--- src/rtl/taxi_qsfp_ctrl_pkg.sv ---
// Shared types and helpers for the per-port QSFP28 sideband sequencer.
package taxi_qsfp_ctrl_pkg;

    typedef enum logic [2:0] {
        StAbsent   = 3'd0,
        StDebounce = 3'd1,
        StReset    = 3'd2,
        StInit     = 3'd3,
        StReady    = 3'd4
    } qsfp_state_t;

    function automatic int unsigned max3(input int unsigned a, input int unsigned b,
                                         input int unsigned c);
        int unsigned m;
        m = (a > b) ? a : b;
        return (m > c) ? m : c;
    endfunction

endpackage

--- src/rtl/taxi_qsfp_port_fsm.sv ---
// Single-port QSFP28 insertion/reset/init sequencer with registered sideband outputs.
module taxi_qsfp_port_fsm
    import taxi_qsfp_ctrl_pkg::*;
#(
    parameter int unsigned DEBOUNCE_CYC = 125000,
    parameter int unsigned RESET_CYC    = 1250,
    parameter int unsigned INIT_CYC     = 250000000,
    parameter int unsigned CNT_W        = 28
) (
    input  logic clk,
    input  logic rst,
    input  logic i_prs,
    input  logic i_int,
    input  logic i_sw_reset,
    input  logic i_cfg_lpmode,
    output logic o_resetl,
    output logic o_lpmode,
    output logic o_present,
    output logic o_ready,
    output logic o_irq,
    output logic o_event
);

    localparam logic [CNT_W-1:0] LdDebounce = CNT_W'(DEBOUNCE_CYC - 1);
    localparam logic [CNT_W-1:0] LdReset    = CNT_W'(RESET_CYC - 1);
    localparam logic [CNT_W-1:0] LdInit     = CNT_W'(INIT_CYC - 1);

    qsfp_state_t      r_state, r_state_prev, w_state_nxt;
    logic [CNT_W-1:0] r_cnt, w_cnt_nxt;
    logic             w_cnt_zero;
    logic             w_sw_restart;

    assign w_cnt_zero   = (r_cnt == '0);
    assign w_sw_restart = i_sw_reset && (r_state inside {StReset, StInit, StReady});

    always_comb begin
        w_state_nxt = r_state;
        w_cnt_nxt   = w_cnt_zero ? r_cnt : r_cnt - CNT_W'(1);
        // Removal wins over both sw_reset and counter expiry.
        if (!i_prs) begin
            w_state_nxt = StAbsent;
            w_cnt_nxt   = '0;
        end else if (w_sw_restart) begin
            w_state_nxt = StReset;
            w_cnt_nxt   = LdReset;
        end else begin
            case (r_state)
                StAbsent: begin
                    w_state_nxt = StDebounce;
                    w_cnt_nxt   = LdDebounce;
                end
                StDebounce: if (w_cnt_zero) begin
                    w_state_nxt = StReset;
                    w_cnt_nxt   = LdReset;
                end
                StReset: if (w_cnt_zero) begin
                    w_state_nxt = StInit;
                    w_cnt_nxt   = LdInit;
                end
                StInit: if (w_cnt_zero) begin
                    w_state_nxt = StReady;
                end
                StReady: ;
                default: begin
                    w_state_nxt = StAbsent;
                    w_cnt_nxt   = '0;
                end
            endcase
        end
    end

    always_ff @(posedge clk) begin
        if (rst) begin
            r_state      <= StAbsent;
            r_state_prev <= StAbsent;
            r_cnt        <= '0;
            o_resetl     <= 1'b0;
            o_lpmode     <= 1'b1;
            o_present    <= 1'b0;
            o_ready      <= 1'b0;
            o_irq        <= 1'b0;
            o_event      <= 1'b0;
        end else begin
            r_state      <= w_state_nxt;
            r_state_prev <= r_state;
            r_cnt        <= w_cnt_nxt;
            o_resetl     <= (r_state == StInit) || (r_state == StReady);
            o_lpmode     <= (r_state == StReady) ? i_cfg_lpmode : 1'b1;
            o_present    <= r_state inside {StReset, StInit, StReady};
            o_ready      <= (r_state == StReady);
            // IntL is only trusted once the module has finished its init window.
            o_irq        <= i_int && (r_state == StReady);
            o_event      <= (r_state != r_state_prev);
        end
    end

endmodule

--- src/rtl/taxi_qsfp_port_ctrl.sv ---
// QSFP28 sideband controller: input synchronizers, per-port sequencers, ModSelL arbitration.
module taxi_qsfp_port_ctrl
    import taxi_qsfp_ctrl_pkg::*;
#(
    parameter int unsigned PORT_CNT     = 2,
    parameter int unsigned DEBOUNCE_CYC = 125000,
    parameter int unsigned RESET_CYC    = 1250,
    parameter int unsigned INIT_CYC     = 250000000,
    parameter int unsigned CNT_W        = $clog2(max3(DEBOUNCE_CYC, RESET_CYC, INIT_CYC) + 1)
) (
    input  logic                clk,
    input  logic                rst,
    input  logic [PORT_CNT-1:0] eth_port_modprsl,
    input  logic [PORT_CNT-1:0] eth_port_intl,
    output logic [PORT_CNT-1:0] eth_port_resetl,
    output logic [PORT_CNT-1:0] eth_port_lpmode,
    output logic [PORT_CNT-1:0] eth_port_modsell,
    input  logic [PORT_CNT-1:0] cfg_lpmode,
    input  logic [PORT_CNT-1:0] sel_port,
    input  logic [PORT_CNT-1:0] sw_reset,
    output logic [PORT_CNT-1:0] port_present,
    output logic [PORT_CNT-1:0] port_ready,
    output logic [PORT_CNT-1:0] port_irq,
    output logic [PORT_CNT-1:0] port_event
);

    logic [PORT_CNT-1:0] r_prs_meta, r_prs, r_int_meta, r_int;
    logic [PORT_CNT-1:0] r_modsell;
    logic [PORT_CNT-1:0] w_sel_lsb;

    // Keep only the lowest requested port so at most one ModSelL is ever low.
    assign w_sel_lsb = sel_port & (~sel_port + PORT_CNT'(1));

    always_ff @(posedge clk) begin
        if (rst) begin
            r_prs_meta <= '0;
            r_prs      <= '0;
            r_int_meta <= '0;
            r_int      <= '0;
            r_modsell  <= '1;
        end else begin
            r_prs_meta <= ~eth_port_modprsl;
            r_prs      <= r_prs_meta;
            r_int_meta <= ~eth_port_intl;
            r_int      <= r_int_meta;
            r_modsell  <= ~(w_sel_lsb & port_present);
        end
    end

    assign eth_port_modsell = r_modsell;

    for (genvar gi = 0; gi < PORT_CNT; gi++) begin : g_port
        taxi_qsfp_port_fsm #(
            .DEBOUNCE_CYC (DEBOUNCE_CYC),
            .RESET_CYC    (RESET_CYC),
            .INIT_CYC     (INIT_CYC),
            .CNT_W        (CNT_W)
        ) u_port_fsm (
            .clk          (clk),
            .rst          (rst),
            .i_prs        (r_prs[gi]),
            .i_int        (r_int[gi]),
            .i_sw_reset   (sw_reset[gi]),
            .i_cfg_lpmode (cfg_lpmode[gi]),
            .o_resetl     (eth_port_resetl[gi]),
            .o_lpmode     (eth_port_lpmode[gi]),
            .o_present    (port_present[gi]),
            .o_ready      (port_ready[gi]),
            .o_irq        (port_irq[gi]),
            .o_event      (port_event[gi])
        );
    end

endmodule

--- config.mk ---
export PLATFORM = sky130hd
export DESIGN_NAME = taxi_qsfp_port_ctrl
export DESIGN_NICKNAME = d
export VERILOG_FILES = /design/src/rtl/taxi_qsfp_ctrl_pkg.sv /design/src/rtl/taxi_qsfp_port_fsm.sv /design/src/rtl/taxi_qsfp_port_ctrl.sv
export SDC_FILE = /design/constraint.sdc
export NUM_CORES = 1
export LEC_CHECK = 0
export ABC_CLOCK_PERIOD_IN_PS = 2600
export CORE_ASPECT_RATIO = 1.2
export CORE_MARGIN = 2
export CORE_UTILIZATION = 25
export DETAILED_ROUTE_END_ITERATION = 10
export PLACE_DENSITY = 0.47
export SLEW_MARGIN = 15
export SYNTH_ARGS = -nofsm -noshare
export SYNTH_HDL_FRONTEND = slang
export SYNTH_HIERARCHICAL = 1
export SYNTH_SLANG_ARGS = --single-unit
--- constraint.sdc ---
create_clock -name clk -period 2.6 [get_ports clk]
set_clock_uncertainty 0.15 [all_clocks]
set_input_delay 0.26 -clock clk [delete_from_list [all_inputs] [get_ports clk]]
set_output_delay 0.26 -clock clk [all_outputs]
set_load 0.02 [all_outputs]
Word level (Yosys, flattened, before mapping)
Index checks and enable logic that the tools add are counted.

Add/sub/neg operators: 3. Equal/unequal tests: 24. Muxes and demuxes: 20. Bitwise operators: 10. Reduce and logical (&&, ||, !) cells: 24.

Operators with widths (count): 28-bit case mux with 4 select lines (2); 28-bit 2-to-1 mux (6); 28-bit zero test (2); 28-bit by 1-bit subtractor with 28-bit output, second input constant (2); 3-bit case mux with 5 select lines (2); 11-bit 2-to-1 mux (2); 3-bit 2-to-1 mux (6); 3-bit by 1-bit inequality test with 1-bit output, second input constant (6); 2-bit by 1-bit inequality test with 1-bit output, second input constant (8); 4-bit AND reduction (4); 3-bit by 2-bit equality test with 1-bit output, second input constant (4); 2-bit OR reduction (6); 2-bit NOT (4); 3-bit by 1-bit equality test with 1-bit output, second input constant (2); 3-bit equality test, second input constant (2); 3-bit zero test (2); 3-bit inequality test (2); 3-bit nonzero test (2); 3-bit OR reduction (2); 2-bit AND (2); 1-bit logical AND (4); 2-bit 2-to-1 mux (2); 1-bit NOT (4); 2-bit by 1-bit adder with 2-bit output, second input constant (1); 1-bit logical OR (2).

Bits in registers: 90. Input port bits: 12. Output and inout port bits: 14.

Depth between registers and ports, before layout
Gate-level depths: netlist of run 1.

Word-level depth: 5. Depth in mapped cells: 11. Depth with buffers taken out: 11.

Cells and area by module
Netlist of run 1, hierarchy kept.

Modules (own cells, without submodules): taxi_qsfp_port_fsm (g_port[0].u_port_fsm) (times used 1, cells each 258, area each 2155.8 um^2, seq. area each 800.8 um^2); taxi_qsfp_port_fsm (g_port[1].u_port_fsm) (times used 1, cells each 246, area each 2064.5 um^2, seq. area each 800.8 um^2); taxi_qsfp_port_ctrl (times used 1, cells each 21, area each 270.3 um^2, seq. area each 200.2 um^2).

Worst setup path before layout of run 1
No wires, ideal clock.

Kind: register to register. Start point: register g_port[0].u_port_fsm.r_cnt[25]. End point: register g_port[0].u_port_fsm.r_cnt[0]. Setup time: 119 ps. Data arrival time: 2545 ps. Required time: 2331 ps. Slack: -215 ps. Stages on the path, launching flop included: 11. Buffers on the path: 1. Period minus slack after synthesis: 2815 ps. Path through: dfxtp_1 or4_4 or4b_1 buf_2 nor3_4 inv_2 ha_1 inv_1 mux2i_1 o2bb2ai_1 a21oi_1.

Longest elaborated chain between the ends: 5. Elaborated cells between the ends (all ways): 6.

RTL lines: from (decl) (RTL line taxi_qsfp_port_fsm.sv:29) `logic [CNT_W-1:0] r_cnt, w_cnt_nxt;`; from (signal assigned) (RTL line taxi_qsfp_port_fsm.sv:86) `r_cnt <= w_cnt_nxt;`; 28-bit zero test (*) (RTL line taxi_qsfp_port_fsm.sv:33) `assign w_cnt_zero = (r_cnt == '0);`; 28-bit 2-to-1 mux (RTL line taxi_qsfp_port_fsm.sv:38) `w_cnt_nxt = w_cnt_zero ? r_cnt : r_cnt - CNT_W'(1);`; 28-bit 2-to-1 mux (on tied branches) (RTL line taxi_qsfp_port_fsm.sv:56, taxi_qsfp_port_fsm.sv:52); 28-bit case mux with 4 select lines (*) (RTL line taxi_qsfp_port_fsm.sv:47) `case (r_state)`; 11-bit 2-to-1 mux (*) (RTL line taxi_qsfp_port_fsm.sv:43) `end else if (w_sw_restart) begin`.

Every way passes the cells marked *; elsewhere a longest branch is shown, timed or not. A chain may end at the register's enable or synchronous reset.

Worst setup path after layout of run 1
Start point: register g_port[0].u_port_fsm.r_cnt[13]. End point: register g_port[0].u_port_fsm.r_cnt[27].

Longest elaborated chain between the ends: 4. Elaborated cells between the ends (all ways): 6.

RTL lines (RTL line): 28-bit by 1-bit subtractor with 28-bit output or 28-bit zero test (tied branches) (taxi_qsfp_port_fsm.sv:38, taxi_qsfp_port_fsm.sv:33); 28-bit 2-to-1 mux (taxi_qsfp_port_fsm.sv:38); 28-bit 2-to-1 mux (on tied branches) (taxi_qsfp_port_fsm.sv:56, taxi_qsfp_port_fsm.sv:52); 28-bit case mux with 4 select lines (*) (taxi_qsfp_port_fsm.sv:47).

Marked as above.

==> summary.md, run 1 <==
| Metric | Value |
|---|---|
| Run status | `finished with violations` |
| Failing checks | `setup timing` |
| H-tree depth | `3` |
| CTS buffer count | `9` |
| FP Rows | `53` |
| Fin area | `6130 um^2` |
| Vias per cell | `4.97` |
| Placed Cells | `807` |
| CP startpoint kind | `flip-flop` |
| Worst path arrival time | `2830 ps` |
| Synth Instances | `525` |
| # diodes | `0` |
| Final Max Slew Viols | `0` |
| Number of antenna violations at the first check in global routing | `0` |
| Post-Layout Cell Count | `832` |
| Post-place instance area | `5390 um^2` |
| Via count | `4133` |
| Syn avg cell area | `8.55 um^2` |
| Number of nets with antenna violations after routing | `0` |
| Post-CTS Hold Fix Bufs | `0` |
| Crit-path slowest cell | `or4_4` |
| CP Cell Sequence | `or4_4 > or4_4 > buf_6 > or4_4 > nor4_4 > xnor2_1 > o21ai_1` |
| Final HPWL DP | `8730 um` |
| Max Fclk | `363 MHz` |
| Slowest stage delay, CP | `580 ps` |
| Area leader, netlist | `dfxtp_1` |
| Share of cells above drive strength 1 | `0.261` |
| IO buf count | `25` |
| First-pass GRT wire length | `19900 um` |
| Synth Warn # | `6` |
| Nets | `623` |
| Setup crit end kind | `flip-flop` |
| HP Class | `reg -> reg` |
| Tcrit/Tclk final | `1.06` |
| CTS max path bufs | `2` |
| PwrDens | `541 nW/um^2` |
| P&R area growth vs syn | `36.6%` |
| RSZ-0062 raised after global routing | `yes` |
| Die Wd | `126 um` |
| DRT iter0 DRCs | `169` |
| Maximum vdd drop | `0.325 mV` |
| # IOs | `26` |
| Leakage | `0.00233 uW` |
| RD Place Congestion | `0.798` |
| Slew @ Worst Pin | `626 ps` |
| Largest net degree at the start of global routing | `26` |
| Clock latency on the worst-skew pair | `350 ps` |
| Post-synth EDFFs | `0` |
| Tmin final | `2750 ps` |
| Crit Path Class | `reg -> reg` |
| Post-synth top cells | `dfxtp_1, nor2_1, nand2_1` |
| Async set-reset flop share out of synthesis | `0` |
| Core footprint | `17600 um^2` |
| # setup viols final | `28` |
| First-pass DRT Iterations | `4` |
| Area of the die | `19100 um^2` |
| Clock root cell | `clkbuf_16` |
| Critical path fanouts, max | `4` |
| Post-synth top flop | `dfxtp_1` |
| Cell variety after synth | `71` |
| CP bufs+invs | `1` |
| Maxcap violations | `0` |
| Cell family with most CP delay | `simple AND/OR/NAND/NOR gates` |
| CTS tree | `built` |
| Hold Fails Final Rpt | `0` |
| Post-route core utilization | `0.349` |
| Final setup TNS | `-1750 ps` |
| Final worst setup slack | `-151 ps` |
| GRT Residual Overflow | `0` |
| Gr usage total | `0.130` |
| Sequential area share after synthesis | `0.401` |
| DR WL/cell | `14.7 um` |
| Fillcell total | `1767` |
| Top-count cell post-synth | `dfxtp_1` |
| WP data required | `2680 ps` |
| Post-synth top area share | `0.401` |
| Starting Density | `0.256` |
| Top cell by count, worst path | `or4_4` |
| Ranking of synthesized cells by area | `dfxtp_1, xnor2_1, nor2_1, a21oi_1, xor2_1` |
| Max transition margin | `0.578` |
| Clk pin slew, worst setup/hold paths | `70 ps` |
| Pwr Total | `3320 uW` |
| Flop and latch count out of synthesis | `90` |
| Clock sink count | `90` |
| Post-Syn Area | `4490 um^2` |
| Synthesized net count | `541` |
| Drc violations | `0` |
| Post-Route WL | `12200 um` |
| Vias in the first global route | `4125` |
| Die height | `151 um` |
-- timing repair --
action	CTS	global route
gates cloned	2	0
gates resized for setup	33	61
setup buffers	1	6
setup endpoints to repair	29	47
pin swaps	13	23
-- path summary, 6_finish.rpt --
kind,from,slack (ps),endpoint,cells after the start
max,g_port[0].u_port_fsm/r_cnt[13],-150,g_port[0].u_port_fsm/r_cnt[27],7
max reg2reg,g_port[0].u_port_fsm/r_cnt[13],-150,g_port[0].u_port_fsm/r_cnt[27],7
min,g_port[0].u_port_fsm/o_present,250,eth_port_modsell[0],1
min reg2reg,g_port[0].u_port_fsm/o_present,250,eth_port_modsell[0],1
-- per-layer routing --
layer | track usage | routed length (um) | vias up
met1 | 0.149 | 5380 | 2000
met4 | 0.0511 | 291 | 0
met5 | 0 | 0 | -
met2 | 0.229 | 6230 | 56
li1 | - | - | 2052
met3 | 0.0353 | 336 | 25
-- worst reg2reg max path, stage by stage, from the launching register on --
cell     delay (ps)
dfxtp_2         320
or4_4           530
or4_4           440
buf_6           150
or4_4           580
nor4_4          240
xnor2_1         150
o21ai_1          70
-- final cells by class --
| cell class | count | area (um^2) | share of cell area |
|---|---|---|---|
| multi-input cells | 398 | 2820 | 0.459 |
| flip-flops and latches | 90 | 1810 | 0.295 |
| repair buffers | 94 | 861 | 0.140 |
| well taps | 220 | 275 | 0.0449 |
| clock buffers | 9 | 225 | 0.0367 |
| clock inverters | 7 | 83.8 | 0.0137 |
| inverters | 13 | 58.8 | 0.00959 |
| repair inverters | 1 | 7.51 | 0.00122 |
-- cell families after synthesis --
group	after synthesis	synth area share
AOI/OAI and AO/OA	121	0.179
DFF	90	0.401
muxes	4	0.00892
adders and majority gates	5	0.0137
xor gates and xnor gates	43	0.0839
buffers and inverters	37	0.0379
and+or+nand+nor	225	0.276
-- report_power, final --
part           switching (uW)  internal [uW]
clock                     597            764
sequential               10.1           1390
combinational             288            264
-- cells in the final DEF, fill, tap and decap left out, types with 4 or more instances in the layout --
cell type and instances:
dfxtp_1 85, nor2_1 61, buf_4 53, xnor2_1 29
nand2_1 28, o21ai_1 28, a21oi_1 25, clkdlybuf4s50_1 25
nor3_1 23, or3_1 16, xor2_1 14, nor2b_1 12
nand3_1 11, buf_6 10, clkbuf_16 9, nand2b_1 9
a31oi_1 8, inv_1 7, o21ai_0 7, or4_4 6
nor4_1 6, or4_1 6, a211oi_2 5, and3_1 5
nor4_4 5, nand4_1 5, dfxtp_2 5, buf_8 4
nor3_4 4, a21oi_2 4, mux2i_1 4, inv_2 4
-- sequential cells by signal (all words and copies together) (netlist names) --
name	cells
g_port.u_port_fsm/o_present	2
g_port.u_port_fsm/r_state	6
g_port.u_port_fsm/o_ready	2
r_prs_meta	2
g_port.u_port_fsm/o_irq	2
r_prs	2
r_int_meta	2
g_port.u_port_fsm/r_state_prev	6
g_port.u_port_fsm/o_resetl	2
g_port.u_port_fsm/r_cnt	56
r_int	2
g_port.u_port_fsm/o_event	2
g_port.u_port_fsm/o_lpmode	2
eth_port_modsell	2
-- metrics by stage --
stage | worst slack [ps] | hold slack, ps
after floorplan | -133 | 177
after global placement | -127 | 243
after detailed placement | -217 | 243
after CTS | -158 | 260
after global routing | -205 | 285
final | -151 | 255
Power figures use the tool's default switching activity.
==> run 2, diff against run 1 <==
--- a/config.mk
+++ b/config.mk
@@ -11,6 +11,7 @@
 export CORE_UTILIZATION = 25
 export DETAILED_ROUTE_END_ITERATION = 10
 export PLACE_DENSITY = 0.47
+export REMOVE_ABC_BUFFERS = 1
 export SLEW_MARGIN = 15
 export SYNTH_ARGS = -nofsm -noshare
 export SYNTH_HDL_FRONTEND = slang
==> run 2 against run 1 <==
Net effect:
- the flow still finishes with violations (setup timing)
- final cell count is 0.24% lower
- clock power decreased by 4%
- routed wire length grew 1.4%
- via count is 0.34% higher
- non-clock buffer count decreased by 1
- fmax rose by 1.4%
- critical path type unchanged
==> summary.md, run 2 (synthesis gave the netlist of run 1 again) <==
| Metric | Value |
|---|---|
| Run status | `finished with violations` |
| Failing checks | `setup timing` |
| Fin area | `6070 um^2 (-0.98%)` |
| Largest Register | `g_port.u_port_fsm/r_cnt` |
| Number of nets with antenna violations after routing | `0 (unchanged)` |
| Cells on worst reg2reg path | `6 (-1)` |
| Setup crit end kind | `flip-flop` |
| Clock sink count | `90 (unchanged)` |
| Top Registers | `g_port.u_port_fsm/r_cnt x56, g_port.u_port_fsm/r_state x6, g_port.u_port_fsm/r_state_prev x6` |
| Number of cells on the worst hold path | `1 (unchanged)` |
| PwrDens | `532 nW/um^2 (-1.6%)` |
| Tmin final | `2710 ps (-37.5 ps)` |
| Clock root cell | `clkbuf_16` |
| Gr usage total | `0.134 (+0.00386)` |
| Worst R2R Start | `g_port[0].u_port_fsm/r_cnt[13]` |
| HP Class | `reg -> reg` |
| CTS tree | `built` |
| RD Place Congestion | `0.844 (+5.8%)` |
| Nets | `621 (-0.32%)` |
| Post-Layout Cell Count | `830 (-0.24%)` |
| Post-place instance area | `5370 um^2 (-0.42%)` |
| DRT iter0 DRCs | `277 (+64%)` |
| P&R area growth vs syn | `35.3%` |
| Tcrit/Tclk final | `1.04 (-0.0144)` |
| IO buf count | `25 (unchanged)` |
| Post-Route WL | `12400 um (+1.4%)` |
| Setup WS pre-CTS | `-159 ps (+58.3 ps)` |
| Clk pin slew, worst setup/hold paths | `70 ps (about the same)` |
| HP Start | `g_port[0].u_port_fsm/o_present` |
| Die height | `151 um (unchanged)` |
| Placed Cells | `804 (-0.37%)` |
| Largest net degree at the start of global routing | `28 (+7.7%)` |
| Drc violations | `0 (unchanged)` |
| Final Max Slew Viols | `0 (unchanged)` |
| R2R setup slack | `-110 ps (+40 ps)` |
| Max transition margin | `0.507 (-0.0708)` |
| Core footprint | `17600 um^2 (unchanged)` |
| Worst path arrival time | `2840 ps (about the same)` |
| Crit Path Class | `reg -> reg` |
| Vias in the first global route | `4097 (-0.68%)` |
| Slew @ Worst Pin | `731 ps (+105 ps)` |
| Share of cells above drive strength 1 | `0.244 (-0.0172)` |
| Max Fclk | `368 MHz (+1.4%)` |
| Clock latency on the worst-skew pair | `340 ps (about the same)` |
| H-tree depth | `3 (unchanged)` |
| Final worst setup slack | `-114 ps (+37.5 ps)` |
| Fillcell total | `1768 (+0.057%)` |
| RSZ-0062 raised after global routing | `yes` |
| FP Rows | `53 (unchanged)` |
| CP startpoint kind | `flip-flop` |
| CTS max path bufs | `2 (unchanged)` |
| DR WL/cell | `15.0 um (+1.7%)` |
| End of the worst register-to-register path | `g_port[0].u_port_fsm/r_cnt[22]` |
| Pwr Total | `3230 uW (-2.5%)` |
| Final HPWL DP | `8780 um (+0.64%)` |
| # setup viols final | `18 (-36%)` |
| Critical path fanouts, max | `3 (-1)` |
| Starting Density | `0.256 (unchanged)` |
| CTS buffer count | `9 (unchanged)` |
| Via count | `4147 (+0.34%)` |
| # diodes | `0 (unchanged)` |
| # IOs | `26 (unchanged)` |
| Post-route core utilization | `0.346 (-0.00342)` |
| Hold Path Sink | `eth_port_modsell[0]` |
| Hold Fails Final Rpt | `0 (unchanged)` |
| Vias per cell | `5.00 (+0.58%)` |
| Die Wd | `126 um (unchanged)` |
| Commonest non-fill, non-tap cell in the layout | `dfxtp_1` |
| First-pass GRT wire length | `20800 um (+4.3%)` |
| Maximum vdd drop | `0.280 mV (-14%)` |
| Maxcap violations | `0 (unchanged)` |
| GRT Residual Overflow | `0 (unchanged)` |
| Most used cells in the layout excluding fill and tap cells | `dfxtp_1, nor2_1, buf_4, xnor2_1` |
| Leakage | `0.00231 uW (-0.84%)` |
| Max reg flops | `56 (unchanged)` |
| First-pass DRT Iterations | `4 (unchanged)` |
| Area of the die | `19100 um^2 (unchanged)` |
| Number of antenna violations at the first check in global routing | `0 (unchanged)` |
| WP data required | `2720 ps (+40 ps)` |
## run 2: cell types whose count changed in the layout (fill, tap and decap cells not counted), sizes merged
cell,change
clkbuf,+1
clkinv,+2
inv,-4
buf,-1
## run 2: power by group
part	total [uW]	internal (uW)	switching [uW]	leakage, uW
clock	1300	747	557	0.000139
combinational	523	250	273	0.00144
sequential	1410	1390	10.9	0.000730
total	3230	2390	841	0.00231
## run 2: how the worst max path moves through the flow
| stage | start | endpoint | slack, ps |
|---|---|---|---|
| global route | g_port[0].u_port_fsm/r_cnt[13] | g_port[0].u_port_fsm/r_cnt[6] | -200 |
| finish | g_port[0].u_port_fsm/r_cnt[13] | g_port[0].u_port_fsm/r_cnt[22] | -110 |
| CTS | g_port[0].u_port_fsm/r_cnt[13] | g_port[0].u_port_fsm/r_cnt[26] | -110 |
| floorplan | g_port[0].u_port_fsm/r_cnt[25] | g_port[0].u_port_fsm/r_cnt[0] | -420 |
| detailed placement | g_port[0].u_port_fsm/r_cnt[13] | g_port[0].u_port_fsm/r_cnt[27] | -160 |
| global placement | g_port[0].u_port_fsm/r_cnt[13] | g_port[0].u_port_fsm/r_cnt[22] | -130 |
## run 2: area by class of cell
cell class                 count  area, um^2  share of cell area
clock inverter                 6        67.6              0.0111
clock buffer                  10         229              0.0377
timing repair buffer          93         860               0.142
sequential                    90        1810               0.297
multi-input combinational    398        2780               0.458
inverter                      13        53.8             0.00886
tap                          220         275              0.0453
## run 2: what timing repair did
item                       CTS  global route
pin swaps                   14            28
setup buffers                6             4
hold buffers                 0             0
gates resized for setup     22            56
gates cloned                 1             0
setup endpoints to repair   28            41
## run 2: per-stage QoR
step	hold slack (ps)	setup TNS, ps
2_1_floorplan	177	-5560
3_3_place_gp	238	-872
3_5_place_dp	244	-1640
4_1_cts	262	-951
5_1_grt	285	-3740
6_report	255	-1010
## run 2: metal layers
metal | track usage | share of wire
met4 | 0.0571 | 0.022
met2 | 0.223 | 0.48
met1 | 0.171 | 0.46
met5 | 0 | 0
met3 | 0.0226 | 0.035
## run 2: critical path: stages, from the launching register on
cell and delay (ps):
dfxtp_2 320, or4_4 540, or4_4 460, or4b_1 500, or4_1 430, xor2_1 160
o21ai_1 110
